## src/rtl/gray_rgb_pkg.sv

```systemverilog
// Shared types for the grayscale-to-RGB colouriser: mode encodings, the
// per-frame configuration record and its reset default.
package gray_rgb_pkg;

  // Widest per-channel output supported (OUT_W <= 2 * IN_W <= 32).
  localparam int unsigned CFG_THRESH_W = 32;

  typedef enum logic [1:0] {
    MODE_REPLICATE = 2'd0,
    MODE_THRESH    = 2'd1,
    MODE_HEAT      = 2'd2,
    MODE_RSVD      = 2'd3
  } mode_e;

  // Threshold is held at full width; users slice the low OUT_W bits.
  typedef struct packed {
    mode_e                   mode;
    logic                    invert;
    logic [CFG_THRESH_W-1:0] thresh;
  } cfg_t;

  // Reset-default config: replicate, no invert, threshold at mid-scale.
  function automatic cfg_t cfg_reset(int unsigned out_w);
    cfg_t c;
    c.mode   = MODE_REPLICATE;
    c.invert = 1'b0;
    c.thresh = CFG_THRESH_W'(1) << (out_w - 1);
    return c;
  endfunction

endpackage

```

## src/rtl/gray_to_rgb_colorizer_if.sv

```systemverilog
// Pixel stream bundle: grayscale input beat and RGB output beat with
// valid/ready on each side.
interface gray_to_rgb_colorizer_if #(
  parameter int unsigned IN_W  = 8,
  parameter int unsigned OUT_W = 8
);
  logic             in_valid_i;
  logic             in_ready_o;
  logic [IN_W-1:0]  gray_i;
  logic             last_i;
  logic             out_valid_o;
  logic             out_ready_i;
  logic [OUT_W-1:0] red_o;
  logic [OUT_W-1:0] green_o;
  logic [OUT_W-1:0] blue_o;
  logic             last_o;

  // Source of pixels / sink of colour.
  modport master (
    output in_valid_i, gray_i, last_i, out_ready_i,
    input  in_ready_o, out_valid_o, red_o, green_o, blue_o, last_o
  );

  // The colouriser itself.
  modport slave (
    input  in_valid_i, gray_i, last_i, out_ready_i,
    output in_ready_o, out_valid_o, red_o, green_o, blue_o, last_o
  );
endinterface

```

## src/rtl/gray_rgb_heatmap.sv

```systemverilog
// Combinational heatmap: top two bits pick a segment of a blue-green-yellow-red
// ramp, the remaining bits (MSB-extended back to OUT_W) give the position in it.
module gray_rgb_heatmap #(
  parameter int unsigned OUT_W = 8
) (
  input  logic [OUT_W-1:0] s_i,
  output logic [OUT_W-1:0] red_o,
  output logic [OUT_W-1:0] green_o,
  output logic [OUT_W-1:0] blue_o
);

  logic [1:0]       seg;
  logic [OUT_W-1:0] frac;
  logic [OUT_W-1:0] full;

  assign seg  = s_i[OUT_W-1 -: 2];
  assign frac = {s_i[OUT_W-3:0], s_i[OUT_W-3 -: 2]};
  assign full = {OUT_W{1'b1}};

  // Segment decode to channel values.
  always_comb begin
    red_o   = '0;
    green_o = '0;
    blue_o  = '0;
    case (seg)
      2'd0: begin
        green_o = frac;
        blue_o  = full;
      end
      2'd1: begin
        green_o = full;
        blue_o  = ~frac;
      end
      2'd2: begin
        red_o   = frac;
        green_o = full;
      end
      default: begin
        red_o   = full;
        green_o = ~frac;
      end
    endcase
  end

endmodule

```

## src/rtl/gray_to_rgb_colorizer.sv

```systemverilog
// Grayscale-to-RGB colouriser: 2-stage valid/ready pipeline with frame-stable
// configuration (replicate / threshold / heatmap) and per-frame pixel count.
module gray_to_rgb_colorizer
  import gray_rgb_pkg::*;
#(
  parameter int unsigned IN_W  = 8,
  parameter int unsigned OUT_W = 8,
  parameter int unsigned CNT_W = 20
) (
  input  logic                     clk,
  input  logic                     rst_n,
  gray_to_rgb_colorizer_if.slave   bus,
  input  logic [1:0]               cfg_mode_i,
  input  logic                     cfg_invert_i,
  input  logic [OUT_W-1:0]         cfg_thresh_i,
  output logic                     frame_done_o,
  output logic [CNT_W-1:0]         frame_pixels_o
);

  localparam cfg_t CfgRst = cfg_reset(OUT_W);

  logic en, accept, emit;

  // Frame / config state
  logic frame_open_q, frame_open_d;
  cfg_t act_q, act_d;
  cfg_t cfg_in, cfg_eff;

  // Stage 1
  logic             valid1_q, valid1_d;
  logic [OUT_W-1:0] s1_q, s1_d;
  mode_e            mode1_q, mode1_d;
  logic [OUT_W-1:0] thresh1_q, thresh1_d;
  logic             last1_q, last1_d;

  // Stage 2
  logic             valid2_q, valid2_d;
  logic [OUT_W-1:0] red_q, red_d, green_q, green_d, blue_q, blue_d;
  logic             last2_q, last2_d;

  // Statistics
  logic [CNT_W-1:0] cnt_q, cnt_d, cnt_inc;
  logic [CNT_W-1:0] frame_pix_q, frame_pix_d;

  logic [OUT_W-1:0] scaled;
  logic [OUT_W-1:0] heat_r, heat_g, heat_b;
  logic [OUT_W-1:0] map_r, map_g, map_b;
  logic             unused_thresh;

  // Whole pipe advances together; a bubble in stage 2 keeps it moving.
  assign en             = bus.out_ready_i | ~valid2_q;
  assign bus.in_ready_o = en;
  assign accept         = bus.in_valid_i & en;
  assign emit           = valid2_q & bus.out_ready_i;

  assign bus.out_valid_o = valid2_q;
  assign bus.red_o       = red_q;
  assign bus.green_o     = green_q;
  assign bus.blue_o      = blue_q;
  assign bus.last_o      = last2_q;
  assign frame_done_o    = emit & last2_q;
  assign frame_pixels_o  = frame_pix_q;

  // MSB bit-replication widens IN_W to OUT_W.
  if (OUT_W == IN_W) begin : g_same_w
    assign scaled = bus.gray_i;
  end else begin : g_ext_w
    assign scaled = {bus.gray_i, bus.gray_i[IN_W-1 -: OUT_W-IN_W]};
  end

  // Live config inputs apply until a frame opens, then the latched copy does.
  always_comb begin
    cfg_in                = '0;
    cfg_in.mode           = mode_e'(cfg_mode_i);
    cfg_in.invert         = cfg_invert_i;
    cfg_in.thresh[OUT_W-1:0] = cfg_thresh_i;
    cfg_eff               = frame_open_q ? act_q : cfg_in;
  end

  // Only the low OUT_W threshold bits reach the compare.
  assign unused_thresh = ^cfg_eff.thresh;

  // Frame tracking, config latch and pixel counter.
  always_comb begin
    frame_open_d = frame_open_q;
    act_d        = act_q;
    cnt_d        = cnt_q;
    frame_pix_d  = frame_pix_q;
    cnt_inc      = (cnt_q == {CNT_W{1'b1}}) ? cnt_q : cnt_q + CNT_W'(1);
    if (accept) begin
      if (!frame_open_q) begin
        act_d = cfg_in;
      end
      frame_open_d = ~bus.last_i;
      if (bus.last_i) begin
        frame_pix_d = cnt_inc;
        cnt_d       = '0;
      end else begin
        cnt_d = cnt_inc;
      end
    end
  end

  // Stage 1 next state: scaled/inverted intensity plus the config it needs.
  always_comb begin
    valid1_d  = valid1_q;
    s1_d      = s1_q;
    mode1_d   = mode1_q;
    thresh1_d = thresh1_q;
    last1_d   = last1_q;
    if (en) begin
      valid1_d = accept;
    end
    if (accept) begin
      s1_d      = cfg_eff.invert ? ~scaled : scaled;
      mode1_d   = cfg_eff.mode;
      thresh1_d = cfg_eff.thresh[OUT_W-1:0];
      last1_d   = bus.last_i;
    end
  end

  gray_rgb_heatmap #(
    .OUT_W (OUT_W)
  ) u_heatmap (
    .s_i     (s1_q),
    .red_o   (heat_r),
    .green_o (heat_g),
    .blue_o  (heat_b)
  );

  // Colour mapping by mode; reserved mode falls through to replicate.
  always_comb begin
    map_r = s1_q;
    map_g = s1_q;
    map_b = s1_q;
    case (mode1_q)
      MODE_THRESH: begin
        map_r = (s1_q >= thresh1_q) ? {OUT_W{1'b1}} : '0;
        map_g = map_r;
        map_b = map_r;
      end
      MODE_HEAT: begin
        map_r = heat_r;
        map_g = heat_g;
        map_b = heat_b;
      end
      default: ;
    endcase
  end

  // Stage 2 next state: registered RGB held while stalled.
  always_comb begin
    valid2_d = valid2_q;
    red_d    = red_q;
    green_d  = green_q;
    blue_d   = blue_q;
    last2_d  = last2_q;
    if (en) begin
      valid2_d = valid1_q;
      if (valid1_q) begin
        red_d   = map_r;
        green_d = map_g;
        blue_d  = map_b;
        last2_d = last1_q;
      end
    end
  end

  // State registers; reset drops anything in flight.
  always_ff @(posedge clk or negedge rst_n) begin
    if (!rst_n) begin
      frame_open_q <= 1'b0;
      act_q        <= CfgRst;
      cnt_q        <= '0;
      frame_pix_q  <= '0;
      valid1_q     <= 1'b0;
      s1_q         <= '0;
      mode1_q      <= MODE_REPLICATE;
      thresh1_q    <= CfgRst.thresh[OUT_W-1:0];
      last1_q      <= 1'b0;
      valid2_q     <= 1'b0;
      red_q        <= '0;
      green_q      <= '0;
      blue_q       <= '0;
      last2_q      <= 1'b0;
    end else begin
      frame_open_q <= frame_open_d;
      act_q        <= act_d;
      cnt_q        <= cnt_d;
      frame_pix_q  <= frame_pix_d;
      valid1_q     <= valid1_d;
      s1_q         <= s1_d;
      mode1_q      <= mode1_d;
      thresh1_q    <= thresh1_d;
      last1_q      <= last1_d;
      valid2_q     <= valid2_d;
      red_q        <= red_d;
      green_q      <= green_d;
      blue_q       <= blue_d;
      last2_q      <= last2_d;
    end
  end

endmodule

```

## src/flat_wrapper.sv

```systemverilog
// flat-port wrapper written by rule: the top's interface ports become plain ports
module gray_to_rgb_colorizer_flat import gray_rgb_pkg::*;
#(
  parameter int unsigned IN_W  = 8,
  parameter int unsigned OUT_W = 8,
  parameter int unsigned CNT_W = 20
)
  (clk, rst_n, cfg_mode_i, cfg_invert_i, cfg_thresh_i, frame_done_o, frame_pixels_o, bus_in_valid_i, bus_gray_i, bus_last_i, bus_out_ready_i, bus_in_ready_o, bus_out_valid_o, bus_red_o, bus_green_o, bus_blue_o, bus_last_o);
  gray_to_rgb_colorizer_if #(.IN_W(IN_W), .OUT_W(OUT_W)) bus_i ();
  input  logic clk;
  input  logic rst_n;
  input  logic [1:0] cfg_mode_i;
  input  logic cfg_invert_i;
  input  logic [OUT_W-1:0] cfg_thresh_i;
  output logic frame_done_o;
  output logic [CNT_W-1:0] frame_pixels_o;
  input wire logic [$bits(bus_i.in_valid_i)-1:0] bus_in_valid_i;
  input wire logic [$bits(bus_i.gray_i)-1:0] bus_gray_i;
  input wire logic [$bits(bus_i.last_i)-1:0] bus_last_i;
  input wire logic [$bits(bus_i.out_ready_i)-1:0] bus_out_ready_i;
  output wire logic [$bits(bus_i.in_ready_o)-1:0] bus_in_ready_o;
  output wire logic [$bits(bus_i.out_valid_o)-1:0] bus_out_valid_o;
  output wire logic [$bits(bus_i.red_o)-1:0] bus_red_o;
  output wire logic [$bits(bus_i.green_o)-1:0] bus_green_o;
  output wire logic [$bits(bus_i.blue_o)-1:0] bus_blue_o;
  output wire logic [$bits(bus_i.last_o)-1:0] bus_last_o;
  assign bus_i.in_valid_i = bus_in_valid_i;
  assign bus_i.gray_i = bus_gray_i;
  assign bus_i.last_i = bus_last_i;
  assign bus_i.out_ready_i = bus_out_ready_i;
  assign bus_in_ready_o = bus_i.in_ready_o;
  assign bus_out_valid_o = bus_i.out_valid_o;
  assign bus_red_o = bus_i.red_o;
  assign bus_green_o = bus_i.green_o;
  assign bus_blue_o = bus_i.blue_o;
  assign bus_last_o = bus_i.last_o;
  gray_to_rgb_colorizer #(.IN_W(IN_W), .OUT_W(OUT_W), .CNT_W(CNT_W)) u_core (.clk(clk), .rst_n(rst_n), .bus(bus_i), .cfg_mode_i(cfg_mode_i), .cfg_invert_i(cfg_invert_i), .cfg_thresh_i(cfg_thresh_i), .frame_done_o(frame_done_o), .frame_pixels_o(frame_pixels_o));
endmodule
```

## config.mk

```make
export PLATFORM = sky130hd
export DESIGN_NAME = gray_to_rgb_colorizer_flat
export DESIGN_NICKNAME = d
export VERILOG_FILES = /design/src/rtl/gray_rgb_pkg.sv /design/src/rtl/gray_to_rgb_colorizer_if.sv /design/src/rtl/gray_rgb_heatmap.sv /design/src/rtl/gray_to_rgb_colorizer.sv /design/src/flat_wrapper.sv
export SDC_FILE = /design/constraint.sdc
export NUM_CORES = 1
export LEC_CHECK = 0
export CORE_ASPECT_RATIO = 0.7
export CORE_MARGIN = 1.5
export CORE_UTILIZATION = 46
export CTS_CLUSTER_SIZE = 12
export DETAILED_ROUTE_END_ITERATION = 8
export PLACE_DENSITY = 0.7
export SLEW_MARGIN = 20
export SYNTH_ARGS = -nofsm -noshare
export SYNTH_HDL_FRONTEND = slang
export SYNTH_SLANG_ARGS = --single-unit
```

## constraint.sdc

```tcl
create_clock -name clk -period 2.7 [get_ports clk]
set_input_delay 0.81 -clock clk [delete_from_list [all_inputs] [get_ports clk]]
set_output_delay 0.81 -clock clk [all_outputs]
set_load 0.02 [all_outputs]
```

==> results of run 1 <==
-- synth_stat cells, types with 6 or more instances --
master	n
clkbuf_1	19
nand3_1	11
nand2_1	72
xnor2_1	18
and2_1	6
inv_1	24
o21ai_0	85
buf_2	7
a21oi_1	31
a2bb2oi_1	7
a211oi_1	7
a21o_1	12
a31oi_1	6
nor2_1	21
ha_1	15
dfrtp_1	87
-- kinds of logic after synthesis --
family / Yosys count / synth area share
mux: 4 / 0.0102
flops: 88 / 0.472
fa+ha+maj: 15 / 0.0402
compound gates: 176 / 0.230
xor+xnor: 23 / 0.0432
buf+inv: 53 / 0.0464
simple gates: 149 / 0.158
-- layer usage --
metal | up-vias | global-route usage | routed length, um
met2 | 138 | 0.322 | 4640
met5 | - | 0 | 0
met3 | 11 | 0.0504 | 778
li1 | 1949 | - | -
met1 | 1932 | 0.377 | 6030
met4 | 0 | 0.0596 | 127
-- critical path: cells and delay by family --
kind	cells	cell delay, ps
buf+inv	2	800
simple gates	1	150
-- repair_timing --
action | in CTS | in global routing
resized for setup | 2 | 0
endpoints found under the setup margin | 2 | 0
hold buffers | 0 | 0
-- report_power, final --
part | switching (mW) | internal (mW)
combinational | 1.16 | 0.910
clock | 0.529 | 0.905
sequential | 0.269 | 1.65
-- per-stage QoR --
| stage | worst slack [ps] | TNS [ps] |
|---|---|---|
| global placement | -135 | -265 |
| detailed placement | -145 | -287 |
| floorplan | 622 | 0 |
| finish | 132 | 0 |
| global route | 80.2 | 0 |
| CTS | 123 | 0 |
-- how the worst max path moves through the flow --
stage,from,endpoint,cells after the start
floorplan,bus_out_ready_i,u_core.thresh1_q[0],5
global placement,bus_out_ready_i,bus_in_ready_o,3
detailed placement,bus_out_ready_i,bus_in_ready_o,3
CTS,bus_out_ready_i,bus_in_ready_o,3
global route,bus_out_ready_i,bus_in_ready_o,3
finish,bus_out_ready_i,frame_done_o,3
-- layout make-up --
class / count / area [um^2] / share of cell area
Multi-Input combinational cell: 367 / 2240 / 0.378
Timing Repair Buffer: 90 / 898 / 0.151
Clock inverter: 7 / 119 / 0.0200
Clock buffer: 9 / 225 / 0.0379
Sequential cell: 88 / 2200 / 0.371
Tap cell: 128 / 160 / 0.0270
Inverter: 24 / 90.1 / 0.0152
-- flip-flops by register name, indices dropped and copies added, names as in the netlist --
signal / flops
u_core.act_q: 1
u_core.bus.blue_o: 8
u_core.bus.green_o: 8
u_core.bus.last_o: 1
u_core.bus.out_valid_o: 1
u_core.bus.red_o: 8
u_core.cnt_q: 20
u_core.frame_open_q: 1
u_core.frame_pixels_o: 20
u_core.last1_q: 1
u_core.mode1_q: 2
u_core.s1_q: 8
u_core.thresh1_q: 8
u_core.valid1_q: 1
==> out/results.md, run 1 <==
- maximum clock frequency: 389 MHz
- standard-cell rows: 30
- number of antenna diodes: 0
- power density relative to cell area: 911 nW/um^2
- number of inserted filler cells in the final layout: 851
- worst supply voltage drop on vdd: 0.000553 V
- total wirelength of the detailed-routed design: 11600 um
- GRT Resource Usage Total: 0.237
- crit-path max cell delay: 470 ps
- # nets final: 619
- Area after DPL: 5600 um^2
- final max-slew violation count: 0
- number of buffers added for setup after CTS: 0
- buffer depth of the longest clock path: 2
- critical path cell sequence: clkdlybuf4s50_1, and3_1, dlygate4sd2_1
- Tightest Hold Check Type: flip-flop to flip-flop
- CP Data Arrival Time: 1760 ps
- net count after synthesis: 547
- instance count along the most critical hold path: 2
- dominant synthesized flop cell: dfrtp_1
- status: finished, final reports clean
- number of cell instances on the worst register-to-register path: 6
- Startpoint Class: primary input
- TritonCTS clock tree: built
- Post-synth ARST share: 1.00
- share of layout cells above drive strength 1: 0.0872
- R2R Path Start: u_core.s1_q[6]
- Die Height: 87.3 um
- FF-to-FF setup slack: 420 ps
- setup repair after global routing missed its margin: no
- die area: 10800 um^2
- Worst-Margin Slew: 686 ps
- dominant cell type by area after synthesis: dfrtp_1
- leading cell type in the layout, fill and taps excluded: dfrtp_1
- Final Hold Fails: 0
- fraction of the yosys area taken by sequential cells: 0.472
- Core Area: 9760 um^2
- number of iterations in the first detailed-routing pass: 5
- clock root cell: clkbuf_16
- number of unique standard cell types used by synthesis: 51
- required time reported for the critical path endpoint: 1890 ps
- Critical-path top delay cell: clkdlybuf4s50_1
- start point of the worst min-delay path: u_core.frame_pixels_o[14]
- Post-Synthesis Mean Instance Area: 9.18 um^2
- vias in the first global route: 3828
- number of non-filler instances in the completed layout: 713
- vias after detailed routing: 4030
- H-tree level count: 3
- layout overhead on the synthesized area: 27.4%
- antenna violations before repair: 0
- Antenna Nets Post-Route: 0
- synthesized area: 4660 um^2
- total congestion overflow: 0
- final period demand of the worst path: 2570 ps
- Max Clock Skew: 6.04 ps
- Syn Inst Count: 508
- Crit. End Element: primary output
- Power Total: 5.41 mW
- commonest cells after routing, fill and taps aside: 87 x dfrtp_1, 85 x o21ai_0, 72 x nand2_1, 68 x clkdlybuf4s50_1, 31 x a21oi_1
- count of state elements after synthesis: 88
- quantity of I/O buffers inserted on ports: 71
- Max Fanout on Critical Path: 2
- drt first-iter violations: 354
- wire length of the first global-routing pass: 19500 um
- share of the clock period used by the worst path after layout: 0.951
- pin count of the biggest net entering global routing: 53
- vias per cell: 5.65
- count of max-cap constraint violations: 0
- Ports: 72
- DRC violation count after routing: 0
- final weighted congestion of routability-driven global placement: 0.934
- total clock buffers created by CTS: 9
- critical register-to-register path endpoint: u_core.bus.green_o[0]
- Synth top area share: 0.467
- Synth warnings: 0
- Worst-Skew Late Latency: 340 ps
- EDFF count, synth: 0
- worst slew margin relative to its limit: 0.542
- starting density of the core: 0.478
- final core utilization: 0.609
- placed insts: 697
- leading post-synthesis cells by cell area: dfrtp_1 47%, o21ai_0 9.1%, nand2_1 5.8%
- number of setup violations in the final report: 0
- post-route cell area: 5940 um^2
- Pleak: 2.57 nW
- horizontal extent of the die: 123 um
- final worst hold slack: 479 ps
- DPL Wire Length: 8480 um
- clock-pin slew on the worst setup and hold paths: 60 ps
- Hold Path Sink: u_core.frame_pixels_o[14]
- Sink Count: 88
- routed length per placed instance: 16.2 um
- Worst Path Class, Setup: primary input to primary output
(Power assumes the default switching activity.)
==> inputs of run 2 (changes only) <==
--- a/config.mk
+++ b/config.mk
@@ -11,6 +11,7 @@
 export CTS_CLUSTER_SIZE = 12
 export DETAILED_ROUTE_END_ITERATION = 8
 export PLACE_DENSITY = 0.7
+export SETUP_SLACK_MARGIN = 0.5
 export SLEW_MARGIN = 20
 export SYNTH_ARGS = -nofsm -noshare
 export SYNTH_HDL_FRONTEND = slang
==> run 2 against run 1 <==
Die area unchanged. Hold slack about the same. Combinational power is 11% higher. Sequential power about the same. Fmax is 19% higher. Via count grew 1.4%.
==> out/results.md, run 2 (synthesized netlist as in run 1, its figures left out) <==
- standard-cell rows: 30
- number of inserted filler cells in the final layout: 831
- Final Hold Fails: 0
- commonest cells after routing, fill and taps aside: 85 x o21ai_0, 85 x dfrtp_1, 72 x nand2_1, 66 x clkdlybuf4s50_1, 30 x a21oi_1
- net switching power: 2.05 mW
- layout overhead on the synthesized area: 30.7%
- Top Layer Used: met4
- Worst-Skew Late Latency: 340 ps
- total wirelength of the detailed-routed design: 11900 um
- final max-slew violation count: 0
- GRT Resource Usage Total: 0.237
- Crit. End Element: primary output
- DPL Wire Length: 8480 um
- drt first-iter violations: 298
- setup repair after global routing missed its margin: yes
- Core Area: 9760 um^2
- die area: 10800 um^2
- maximum clock frequency: 463 MHz
- Power Total: 5.65 mW
- part of the power in combinational logic: 0.406
- quantity of I/O buffers inserted on ports: 71
- crit-path max cell delay: 250 ps
- clock root cell: clkbuf_16
- wire length on met1: 6130 um
- fraction of power consumed by sequential logic: 0.340
- Pleak: 2.63 nW
- DRC violation count after routing: 0
- wire length of the first global-routing pass: 19500 um
- share of layout cells above drive strength 1: 0.123
- pin count of the biggest net entering global routing: 53
- start point of the worst min-delay path: u_core.frame_pixels_o[14]
- register area: 2210 um^2
- final period demand of the worst path: 2160 ps
- # nets final: 627
- wire length on met2: 4890 um
- number of iterations in the first detailed-routing pass: 5
- Buf+Inv Stages, Crit Path: 2
- status: finished, final reports clean
- internal power of the cells: 3.60 mW
- switching portion of total power: 0.363
- Antenna Nets Post-Route: 0
- met3 wire length: 790 um
- antenna violations before repair: 0
- total clock buffers created by CTS: 9
- number of setup violations in the final report: 0
- vias after detailed routing: 4087
- worst slew margin relative to its limit: 0.539
- starting density of the core: 0.478
- Ports: 72
- count of max-cap constraint violations: 0
- final weighted congestion of routability-driven global placement: 0.934
- buffer depth of the longest clock path: 2
- Tightest Hold Check Type: flip-flop to flip-flop
- routed length per placed instance: 16.6 um
- clock power share: 0.254
- Sink Count: 88
- number of antenna diodes: 0
- horizontal extent of the die: 123 um
- required time reported for the critical path endpoint: 1890 ps
- number of hold-repair buffers added at the cts stage: 0
- H-tree level count: 3
- Critical-path top delay cell: dlygate4sd2_1
- Worst-Margin Slew: 692 ps
- TritonCTS clock tree: built
- area taken by multi-input logic gates: 2330 um^2
- FF-to-FF setup slack: 560 ps
- Die Height: 87.3 um
- worst supply voltage drop on vdd: 0.000585 V
- vias in the first global route: 3836
- cell family contributing the most delay on the critical path: buffers and inverters
- total congestion overflow: 0
- CP Data Arrival Time: 1350 ps
- Worst Path Class, Setup: primary input to primary output
- Max Clock Skew: 6.21 ps
- critical path cell sequence: dlygate4sd2_1, nand2b_4, buf_4
- R2R Path Start: u_core.s1_q[6]
- Critical path origin: bus_out_ready_i
- final core utilization: 0.625
- share of the clock period used by the worst path after layout: 0.800
- power density relative to cell area: 926 nW/um^2
- Max Fanout on Critical Path: 2
- Startpoint Class: primary input
- vias per cell: 5.67
- clock-pin slew on the worst setup and hold paths: 60 ps
run 2: worst min-delay path: cells and delay by family (launching register included):
| kind | cells | cell delay (ps) |
|---|---|---|
| AND/OR/NAND/NOR | 1 | 50 |
| AO/OA/AOI/OAI | 1 | 60 |
| flip-flops | 1 | 340 |
run 2: power by group through the flow:
stage | Clock (mW) | Combinational [mW] | Sequential (mW)
after detailed placement | 0 | 2.04 | 1.93
after CTS | 1.46 | 2.06 | 1.91
after global routing | 1.52 | 2.51 | 1.96
final | 1.43 | 2.29 | 1.92
after global placement | 0 | 1.99 | 1.92
after floorplan | 0 | 0.991 | 2.10
run 2: repair_timing:
item                                    in CTS  in global routing
cloned                                       0                  1
gates resized for setup                     14                 18
pin swaps                                    0                  3
endpoints found under the setup margin       7                 38
setup buffers                                0                  7
run 2: cell type report:
class	count	area share
Clock buffer	9	0.0369
Clock inverter	7	0.0195
Inverter	24	0.0148
Multi-Input combinational cell	367	0.382
Sequential cell	88	0.362
Tap cell	128	0.0263
Timing Repair Buffer	98	0.158
run 2: metal layers:
layer	up-vias	GRT usage
met5	-	0
met4	0	0.0596
met3	9	0.0504
met2	159	0.323
met1	1953	0.377
li1	1966	-
run 2: final timing paths:
check                                            endpoint  depth (start not counted)
max in group asynchronous                 u_core.cnt_q[6]                          2
worst max-delay path                       bus_in_ready_o                          3
worst min-delay path            u_core.frame_pixels_o[14]                          2
worst min register to register  u_core.frame_pixels_o[14]                          2
min in group asynchronous           u_core.bus.green_o[3]                          1
worst max register to register      u_core.bus.green_o[0]                          7
run 2: through the flow:
stage                     hold slack [ps]  setup TNS (ps)  std cells  instance area, um^2  setup slack [ps]
after floorplan                       439               0        508                 4660               622
after global placement                465            -265        697                 5600              -135
after detailed placement              466            -287        697                 5600              -145
after CTS                             480               0        713                 5950               475
after global routing                  507               0        721                 6100               448
final                                 479               0        721                 6100               539
==> inputs of run 3 (changes only) <==
==> constraint.sdc (replaced) <==
create_clock -name clk -period 2.1 [get_ports clk]
set_input_delay 0.63 -clock clk [delete_from_list [all_inputs] [get_ports clk]]
set_output_delay 0.63 -clock clk [all_outputs]
set_load 0.02 [all_outputs]
==> run 3 against run 2 <==
Clock-buffer cell count is 3 higher. Wire length is 9.5% higher. Die area stayed put. Combinational power is 45% higher. First-iteration DRC count is 12% higher. Sequential cell count stayed put. Clock skew is 2.2 ps lower. Final cell count is 7.2% higher. Critical endpoint is now u_core.bus.red_o[0]. Largest cell class unchanged.
==> out/results.md, run 3 (synthesized netlist as in run 1, its figures left out) <==
- Startpoint Class: flip-flop
- drt first-iter violations: 335
- vias per cell: 5.53
- leading cell type in the layout, fill and taps excluded: dfrtp_1
- Final Hold Fails: 0
- vias after detailed routing: 4277
- Critical path origin: u_core.s1_q[0]
- Max Clock Skew: 4.05 ps
- setup repair after global routing missed its margin: yes
- total congestion overflow: 0
- standard-cell rows: 30
- final core utilization: 0.664
- Crit. End Element: flip-flop
- final weighted congestion of routability-driven global placement: 0.862
- Core Area: 9760 um^2
- number of cell instances on the worst register-to-register path: 7
- number of iterations in the first detailed-routing pass: 5
- commonest cells after routing, fill and taps aside: 80 x dfrtp_1, 77 x buf_4, 69 x nand2_1, 46 x o21ai_0, 45 x buf_2
- Critical-path top delay cell: a211o_4
- pin count of the biggest net entering global routing: 37
- Worst Path Class, Setup: flip-flop to flip-flop
- Pleak: 2.97 nW
- clock root cell: clkbuf_16
- stages on the worst setup path: 7
- clock-pin slew on the worst setup and hold paths: 60 ps
- Max Fanout on Critical Path: 7
- FF-to-FF setup slack: 120 ps
- final period demand of the worst path: 1980 ps
- status: finished, final reports clean
- power density relative to cell area: 1160 nW/um^2
- layout overhead on the synthesized area: 38.9%
- total wirelength of the detailed-routed design: 13100 um
- worst slew margin relative to its limit: 0.708
- required time reported for the critical path endpoint: 2310 ps
- Ports: 72
- starting density of the core: 0.478
- Final TNS setup: 0 ps
- TritonCTS clock tree: built
- Die Height: 87.3 um
- vias in the first global route: 4246
- count of max-cap constraint violations: 0
- final worst hold slack: 226 ps
- final max-slew violation count: 0
- wire length of the first global-routing pass: 21100 um
- post-route cell area: 6480 um^2
- Area after DPL: 5970 um^2
- H-tree level count: 3
- die area: 10800 um^2
- # nets final: 680
- buffer depth of the longest clock path: 2
- Worst-Margin Slew: 433 ps
- maximum clock frequency: 505 MHz
- total clock buffers created by CTS: 9
- GRT Resource Usage Total: 0.258
- Tightest Hold Check Type: primary input to asynchronous set/reset pin
- crit-path max cell delay: 410 ps
- R2R Path Start: u_core.s1_q[0]
- DRC violation count after routing: 0
- Buf+Inv Stages, Crit Path: 1
- critical register-to-register path endpoint: u_core.bus.red_o[0]
- share of the clock period used by the worst path after layout: 0.943
- Sink Count: 88
- DPL Wire Length: 9180 um
- routed length per placed instance: 16.9 um
- number of inserted filler cells in the final layout: 783
- number of setup violations in the final report: 0
- Worst-Skew Late Latency: 340 ps
- critical path cell sequence: inv_2, ha_4, nand2b_4, a21o_1, a211o_4, a221oi_4, o21ai_1
- number of antenna diodes: 0
- CP Data Arrival Time: 2190 ps
- share of layout cells above drive strength 1: 0.322
- cell family contributing the most delay on the critical path: compound AO/OA/AOI/OAI gates
- antenna violations before repair: 0
- horizontal extent of the die: 123 um
- Antenna Nets Post-Route: 0
- worst supply voltage drop on vdd: 0.000773 V
- quantity of I/O buffers inserted on ports: 71
## run 3: changes by cell type in the layout (fill, tap and decap cells not counted), sizes merged
cell,delta
buf,+100
inv,-1
clkinvlp,-2
clkinv,-1
dlygate4sd2,+1
dlymetal6s2s,-1
clkdlybuf4s50,-47
clkbuf,+3
## run 3: worst max path at each step
| stage | endpoint | slack, ps |
|---|---|---|
| 2_1_floorplan | u_core.bus.blue_o[4] | 270 |
| 3_3_place_gp | frame_done_o | -380 |
| 3_5_place_dp | frame_done_o | -380 |
| 4_1_cts | u_core.bus.red_o[2] | 160 |
| 5_1_grt | u_core.bus.red_o[0] | 60 |
| 6_report | u_core.bus.red_o[0] | 120 |
## run 3: metrics by stage
step / std cells / power [mW] / setup WS [ps]
6_report: 773 / 7.54 / 119
5_1_grt: 773 / 7.98 / 64.1
4_1_cts: 763 / 7.39 / 157
3_5_place_dp: 730 / 5.49 / -380
3_3_place_gp: 730 / 5.41 / -378
2_1_floorplan: 508 / 4.19 / 274
## run 3: power breakdown
| part | internal (mW) | switching [mW] | leakage, nW |
|---|---|---|---|
| combinational | 1.41 | 1.91 | 1.70 |
| sequential | 2.12 | 0.275 | 1.12 |
| clock | 1.19 | 0.640 | 0.163 |
| total | 4.72 | 2.82 | 2.97 |
## run 3: worst reg2reg max path, delay by kind of cell (launching register included)
kind	cells	cell delay, ps
AO/OA/AOI/OAI	4	1040
flip-flops	1	390
adder cells (fa/ha/maj)	1	200
AND/OR/NAND/NOR	1	130
buffers and inverters	1	90
## run 3: cell type report
class	count	area, um^2	share of cell area
clock inverter	3	90.1	0.0139
tap	128	160	0.0247
sequential	88	2210	0.341
inverter	24	90.1	0.0139
timing repair buffer	151	1140	0.177
multi-input combinational	367	2540	0.392
clock buffer	12	246	0.0380
## run 3: routing by layer
layer | global-route usage | share of wire | wire, um | up-vias
li1 | - | - | - | 2078
met2 | 0.372 | 0.44 | 5690 | 140
met5 | 0 | 0 | 0 | -
met1 | 0.390 | 0.49 | 6360 | 2045
met4 | 0.0763 | 0.013 | 175 | 0
met3 | 0.0537 | 0.065 | 849 | 14
## run 3: timing repair
item | 4_1_cts | 5_1_grt
resized for setup | 235 | 19
pin swaps | 16 | 4
buffers inserted | 18 | 10
endpoints found under the setup margin | 131 | 66
hold buffers | 0 | 0
